===== src/rtl/bit_serial_alu_ctrl.sv =====
// Bit-serial initiator for the 1-bit ALU slice: latches a command, walks the
// operands LSB first through the slice, chains carry/borrow and returns a
// registered WIDTH-bit result with carry/borrow flag.
module bit_serial_alu_ctrl #(
  parameter int unsigned WIDTH = 8
) (
  input  logic             clk,
  input  logic             rst_n,
  input  logic             start,
  input  logic [2:0]       opcode,
  input  logic [WIDTH-1:0] a_in,
  input  logic [WIDTH-1:0] b_in,
  output logic             ready,
  output logic             done,
  output logic             err,
  output logic [WIDTH-1:0] result,
  output logic             flag,
  output logic             alu_a,
  output logic             alu_b,
  output logic [2:0]       alu_oc,
  input  logic             alu_o1,
  input  logic             alu_o2
);

  localparam int unsigned CW = (WIDTH > 1) ? $clog2(WIDTH) : 1;
  localparam logic [2:0] OP_ADD = 3'b000;
  localparam logic [2:0] OP_SUB = 3'b001;

  typedef enum logic [1:0] {IDLE, RUN, DONE} state_t;

  state_t            state, state_nxt;
  logic [WIDTH-1:0]  a_sh, b_sh, acc;
  logic [2:0]        op;
  logic              c, c_nxt, bit_out;
  logic [CW-1:0]     cnt;
  logic              op_valid, last_bit;

  assign op_valid = !(opcode[2] && opcode[1]);
  assign last_bit = (cnt == CW'(WIDTH - 1));

  // Slice gives half-adder/half-subtractor terms; the chain bit completes them.
  always_comb begin
    bit_out = alu_o1;
    c_nxt   = 1'b0;
    case (op)
      OP_ADD: begin
        bit_out = alu_o1 ^ c;
        c_nxt   = alu_o2 | (alu_o1 & c);
      end
      OP_SUB: begin
        bit_out = alu_o1 ^ c;
        c_nxt   = alu_o2 | (~alu_o1 & c);
      end
      default: ;
    endcase
  end

  always_comb begin
    state_nxt = state;
    ready     = 1'b0;
    done      = 1'b0;
    alu_a     = 1'b0;
    alu_b     = 1'b0;
    alu_oc    = '0;
    case (state)
      IDLE: begin
        ready = 1'b1;
        if (start && op_valid) state_nxt = RUN;
      end
      RUN: begin
        alu_a  = a_sh[0];
        alu_b  = b_sh[0];
        alu_oc = op;
        if (last_bit) state_nxt = DONE;
      end
      DONE: begin
        done      = 1'b1;
        state_nxt = IDLE;
      end
      default: state_nxt = IDLE;
    endcase
  end

  always_ff @(posedge clk or negedge rst_n) begin
    if (!rst_n) state <= IDLE;
    else        state <= state_nxt;
  end

  // Result is loaded on the final RUN edge so it is valid in the done cycle.
  always_ff @(posedge clk or negedge rst_n) begin
    if (!rst_n) begin
      a_sh   <= '0;
      b_sh   <= '0;
      acc    <= '0;
      op     <= '0;
      c      <= 1'b0;
      cnt    <= '0;
      err    <= 1'b0;
      result <= '0;
      flag   <= 1'b0;
    end else begin
      err <= (state == IDLE) && start && !op_valid;
      case (state)
        IDLE: begin
          if (start && op_valid) begin
            a_sh <= a_in;
            b_sh <= b_in;
            op   <= opcode;
            c    <= 1'b0;
            cnt  <= '0;
          end
        end
        RUN: begin
          a_sh <= a_sh >> 1;
          b_sh <= b_sh >> 1;
          acc  <= {bit_out, acc[WIDTH-1:1]};
          c    <= c_nxt;
          cnt  <= cnt + CW'(1);
          if (last_bit) begin
            result <= {bit_out, acc[WIDTH-1:1]};
            flag   <= c_nxt;
          end
        end
        default: ;
      endcase
    end
  end

endmodule


===== config.mk =====
export PLATFORM = sky130hd
export DESIGN_NAME = bit_serial_alu_ctrl
export DESIGN_NICKNAME = d
export VERILOG_FILES = /design/src/rtl/bit_serial_alu_ctrl.sv
export SDC_FILE = /design/constraint.sdc
export NUM_CORES = 1
export LEC_CHECK = 0
export CORE_ASPECT_RATIO = 1.4
export CORE_MARGIN = 2
export CORE_UTILIZATION = 54
export CTS_BUF_LIST = sky130_fd_sc_hd__clkbuf_4 sky130_fd_sc_hd__clkbuf_8 sky130_fd_sc_hd__clkbuf_16
export DETAILED_ROUTE_END_ITERATION = 10
export PLACE_DENSITY_LB_ADDON = 0.15
export SLEW_MARGIN = 20
export SYNTH_ARGS = -nofsm -noshare
export SYNTH_HDL_FRONTEND = slang
export SYNTH_SLANG_ARGS = --single-unit

===== constraint.sdc =====
create_clock -name clk -period 3.3 [get_ports clk]
set_clock_uncertainty 0.2 [all_clocks]
set_input_delay 0.495 -clock clk [delete_from_list [all_inputs] [get_ports clk]]
set_output_delay 0.495 -clock clk [all_outputs]
set_load 0.02 [all_outputs]

# Word-level counts from Yosys, hierarchy flattened
# Cells that the tools add are included.
word_totals:
  ff_bits: 43
  latch_bits: 0
  mem_bits_rw: 0
  romBits: 0
  input_bits: 24
  output_inout_bits: 17
  elab_cells: 54
  mem_count: 0
classes:
  addsub: 1
  mul: 0
  div_mod_pow: 0
  magnitude_cmp: 0
  n_eq_ne: 6
  n_shift: 0
  mux: 18
  n_bitwise: 6
  n_reduce_logical: 13
op_table:
  columns: ["operator", "count"]
  rows:
  - ["$pmux 8 s2", 2]
  - ["$mux 8", 2]
  - ["$reduce_and 2->1", 4]
  - ["$mux 1", 6]
  - ["$mux 3", 2]
  - ["$pmux 3 s2", 1]
  - ["$logic_and 1x1->1", 4]
  - ["$mux 2", 2]
  - ["$ne 2x2->1 const B", 2]
  - ["$pmux 1 s2", 2]
  - ["$pmux 2 s2", 1]
  - ["$add 3x1->3 const B", 1]
  - ["$eq 3x1->1 const B", 1]
  - ["$eq 3x3->1 const B", 1]
  - ["$logic_not 3->1", 1]
  - ["$and 1x1->1", 2]
  - ["$eq 2x1->1 const B", 1]
  - ["$eq 2x2->1 const B", 1]
  - ["$logic_not 2->1", 1]
  - ["$or 1x1->1", 2]
  - ["$reduce_bool 2->1", 1]
  - ["$reduce_or 2->1", 1]
  - ["$logic_not 1->1", 1]
  - ["$not 1->1", 1]
  - ["$xor 1x1->1", 1]

# Depth between registers and ports, before layout
depth:
  ltp_word: 5
  ltp_mapped: 6
  depth_no_buf: 5

# Worst setup path before layout
# OpenSTA, ideal clock, no wires.
synth_path:
  path_type: "register -> output"
  start: "register state[0]"
  end: "output port alu_oc[0]"
  arrival_ps: 1164
  required_ps: 2605
  setup_slack_ps: 1441
  path_stages_with_launch: 5
  path_buffers: 2
  path_cell_list: "dfrtp_1 > nor2b_1 > buf_2 > buf_2 > and2_1"
synth_between:
  elab_chain_cells: 2
synth_lines:
  columns: ["element", "line", "rtl"]
  rows:
  - ["start: declaration", "31", "state_t state, state_nxt;"]
  - ["start signal: assignment", "86", "else state <= state_nxt;"]
  - ["$eq 2x1->1", "65", "case (state)"]
  - ["$mux 3", "65", null]
  - ["end: declaration", "20", "output logic [2:0] alu_oc,"]
# Every way passes these cells.

# Final worst setup path
layout_path:
  start: "register state[0]"
  end: "output port alu_a"
layout_between:
  elab_chain_cells: 2
layout_lines:
  columns: ["element", "line", "rtl"]
  rows:
  - ["$eq 2x1->1", "65", null]
  - ["$mux 1", "65", null]
  - ["end: declaration", "18", "output logic alu_a,"]
# Every way passes these cells.

==> qor_table.md <==
| Result | This run |
|---|---|
| Clock tree from TritonCTS | done |
| Worst setup path end | alu_a |
| Post-CTS resize count | 0 |
| Deepest level of the CTS H-tree | 2 |
| Synthesized netlist net count | 203 |
| Post-synth cell types | 33 |
| Floorplan Core Area | 0.003378 mm^2 |
| Number of vias after detailed routing | 1440 |
| Starting density of the core | 0.5644 |
| Met3 track demand over resource in global routing | 0.05221 |
| Ys async rst share | 1.000 |
| Number of global-route vias before repair | 1461 |
| Setup repair after global routing missed its margin | false |
| Seq. cell area | 0.001051 mm^2 |
| Area occupied by multi-input gates | 785.8 um^2 |
| Layout area overhead | 27.23% |
| Outcome | completed |
| Slew of the pin with the lowest slew margin | 1.021 ns |
| Count of max-cap constraint violations | 0 |
| Average vias per placed instance | 5.603 |
| Ranking of synthesized cells by instance count | sky130_fd_sc_hd__dfrtp_1, sky130_fd_sc_hd__nand2_1, sky130_fd_sc_hd__and2_1 |
| Maximum number of buffers from clock root to sink | 2 |
| Utilization after layout | 0.7181 |
| Number of DRC markers after the initial detailed-route iteration | 47 |
| X dimension of the die | 54.22 um |
| Reg2reg end | b_sh[1]$_DFFE_PN0P_ |
| Filler cell count | 267 |
| Sequential element share of the synthesized area | 0.5512 |
| Worst Setup Slack post-DPL | 0.7117 ns |
| Path type of the worst min-delay path | input port to async pin |
| Kind of critical path | flop to output port |
| Leading area contributor after synthesis | sky130_fd_sc_hd__dfrtp_1 |
| Final hold violations | 0 |
| Avg Synthesized Cell Area | 10.77 um^2 |
| Total routing resource utilization after global routing | 0.2228 |
| Fraction of layout cells with a size suffix above 1 | 0.1060 |
| F_max | 356.3 MHz |
| Worst path cell trace | nor2b_1 > buf_4 > and2_1 > clkdlybuf4s50_1 |
| Endpoint required time on the critical path | 2.60 ns |
| EDFF count, synth | 0 |
| Number of cells on the worst reg-to-reg path | 3 |
| Number of port buffers | 40 |
| Leak pwr | 1.130 nW |
| Minimum period implied by the final worst setup slack | 2.806 ns |
| Final Slew Violations | 0 |
| Critical path launch point | state[0]$_DFFE_PN0P_ |
| Worst-Skew Late Latency | 0.29 ns |
| Rows | 25 |
| Most instantiated flip-flop cell in the synthesis netlist | sky130_fd_sc_hd__dfrtp_1 |
| Clock input transition at the sequential cells of the worst setup and hold paths | 0.08 ns |
| Initial antenna violation count | 0 |
| Pin count of the biggest net entering global routing | 43 |
| Die Footprint | 0.004029 mm^2 |
| Slack of the worst reg-to-reg path | 1.14 ns |
| NumNets Final | 242 |
| Post-CTS setup repair buffer count | 0 |
| Number of warnings issued by yosys | 0 |
| Wire length of the first global-routing pass | 6534 um |
| IR Drop Worst-Case VDD | 0.6394 mV |
| Final RePlAce weighted congestion | 0.7876 |
| Startpoint types | flop |
| Most Crowded Layer GR | met2 |
| I/O pin total | 41 |
| Met1 track demand over resource in global routing | 0.2703 |
| Post-DP HPWL | 2871 um |
| Hold-fix buffers at CTS | 0 |
| Arrival @ worst endpoint | 2.11 ns |
| Element type at the critical path end | output port |
| Synthesis-stage register bit count | 42 |
| Crit path max fanout | 9 |
| Inserted Clock Buffers | 5 |
| Number of search-and-repair iterations in the first detailed-routing pass | 4 |
| Largest cells by area after synthesis | sky130_fd_sc_hd__dfrtp_1, sky130_fd_sc_hd__a221o_1, sky130_fd_sc_hd__nand2_1, sky130_fd_sc_hd__and2_1, sky130_fd_sc_hd__mux2_2 |
| Stage delay of the slowest cell on the critical path | 0.60 ns |
| Critical-path cell with the highest stage delay | sky130_fd_sc_hd__clkdlybuf4s50_1 |
| Met2 global-route usage | 0.3855 |
| CTS root buffer | sky130_fd_sc_hd__clkbuf_8 |
| Mean routed wirelength per cell | 16.16 um |
| Instance count of the mapped netlist | 177 |
| Overflow after GRT | 0 |
| Final setup violation count | 0 |
| Vertical die dimension | 74.31 um |
| Count of placed standard cells including taps | 249 |
| Non-filler cells in the finished layout | 257 |
| Clk sink count | 42 |
| Synth Cell Area | 0.001907 mm^2 |
| Number of remaining DRC errors | 0 |
| Dominant cell by count in the synthesized netlist | sky130_fd_sc_hd__dfrtp_1 |
| Critical register-to-register path startpoint | state[1]$_DFFE_PN0P_ |
| Worst max-slew margin expressed relative to the limit | 0.3195 |
| Number of inserted diodes | 0 |
| Remaining number of nets flagged by the antenna check after routing | 0 |
| Total negative slack for setup checks | 0 ns |
| Final routed wirelength across all metal layers | 4154 um |
| Power density over the cells | 942.9 mW/mm^2 |
| Post-route fraction of the period consumed by the critical path | 0.8504 |
| Area share of the largest cell type after synthesis | 0.5512 |
| Least setup slack across all paths after layout | 0.4937 ns |
[worst min-delay path by stage]
stage                            start                  end  slack, ns  cells after the start
finish                           rst_n  a_sh[2]$_DFFE_PN0P_       0.13                      1
global route                     rst_n  a_sh[2]$_DFFE_PN0P_       0.22                      1
CTS                              rst_n  a_sh[2]$_DFFE_PN0P_       0.17                      1
detailed placement  acc[1]$_DFFE_PN0P_   acc[1]$_DFFE_PN0P_       0.27                      2
global placement    acc[1]$_DFFE_PN0P_   acc[1]$_DFFE_PN0P_       0.26                      2
floorplan                        rst_n  a_sh[0]$_DFFE_PN0P_    -0.0006                      0
[cell usage in the layout (no fill, tap or decap)]
cell	n
sky130_fd_sc_hd__dfrtp_1	42
sky130_fd_sc_hd__clkdlybuf4s50_1	39
sky130_fd_sc_hd__nand2_1	29
sky130_fd_sc_hd__and2_1	17
sky130_fd_sc_hd__o21ai_0	12
sky130_fd_sc_hd__and3_1	11
sky130_fd_sc_hd__a221o_1	11
sky130_fd_sc_hd__nor2_1	7
sky130_fd_sc_hd__mux2_2	7
sky130_fd_sc_hd__clkbuf_8	5
sky130_fd_sc_hd__a21oi_1	4
sky130_fd_sc_hd__a31oi_1	3
sky130_fd_sc_hd__buf_4	3
sky130_fd_sc_hd__nor2b_1	2
sky130_fd_sc_hd__inv_1	2
sky130_fd_sc_hd__nand3_1	2
sky130_fd_sc_hd__ha_1	2
sky130_fd_sc_hd__clkbuf_4	2
sky130_fd_sc_hd__or3b_1	1
sky130_fd_sc_hd__nor3b_4	1
sky130_fd_sc_hd__nand2_2	1
sky130_fd_sc_hd__nand2b_1	1
sky130_fd_sc_hd__nand3b_1	1
sky130_fd_sc_hd__nor3b_1	1
sky130_fd_sc_hd__xnor2_1	1
sky130_fd_sc_hd__xor2_1	1
sky130_fd_sc_hd__a22oi_1	1
sky130_fd_sc_hd__nor2_8	1
sky130_fd_sc_hd__nor2_2	1
sky130_fd_sc_hd__a2bb2oi_1	1
sky130_fd_sc_hd__o22ai_1	1
sky130_fd_sc_hd__mux2_1	1
sky130_fd_sc_hd__o211ai_1	1
sky130_fd_sc_hd__bufinv_16	1
sky130_fd_sc_hd__buf_2	1
[area by class of cell]
class / instances / area share
multi-input combinational: 122 / 0.3239
inverter: 2 / 0.003094
timing repair buffer: 43 / 0.1723
sequential: 42 / 0.4332
tap: 40 / 0.02063
clock inverter: 1 / 0.01238
clock buffer: 7 / 0.03455
[stage by stage]
step	total power, mW	hold WS, ns	area [um^2]
after floorplan	1.521	-0.0005910	1907
after global placement	1.837	0.2581	2312
after detailed placement	1.883	0.2668	2312
after CTS	2.302	0.1673	2426
after global routing	2.435	0.2192	2426
final	2.288	0.1309	2426
[worst max-delay path, delay by kind of cell, from the launching register on]
kind / cells / cell delay (ns)
buffers and inverters: 2 / 0.84
DFF: 1 / 0.47
and+or+nand+nor: 2 / 0.51
[layer usage]
layer  vias to the layer above  wire length, um
met5                         -                0
met4                         0               51
met3                         6              172
met2                        31             2223
met1                       714             1707
li1                        689                -
[flip-flops by register name (all words and copies together), names as in the netlist]
register and flops:
state 2, acc 7, err 1, c 1
b_sh 8, result 8, flag 1, cnt 3
op 3, a_sh 8
[where the power goes]
part | total [mW] | switching, mW | internal, mW
logic | 0.984 | 0.506 | 0.479
clock network | 0.413 | 0.170 | 0.243
registers | 0.891 | 0.146 | 0.744
total | 2.29 | 0.822 | 1.47
[logic make-up after synthesis]
kind of cell               count (synthesis)  synth area share
AOI/OAI and AO/OA                         34            0.1253
xor gates and xnor gates                   2          0.009188
adders and majority gates                  2           0.01312
buffers and inverters                     13           0.03675
DFF                                       42            0.5512
muxes                                      8           0.04725
and+or+nand+nor                           76            0.2172
(Power assumes the default switching activity.)
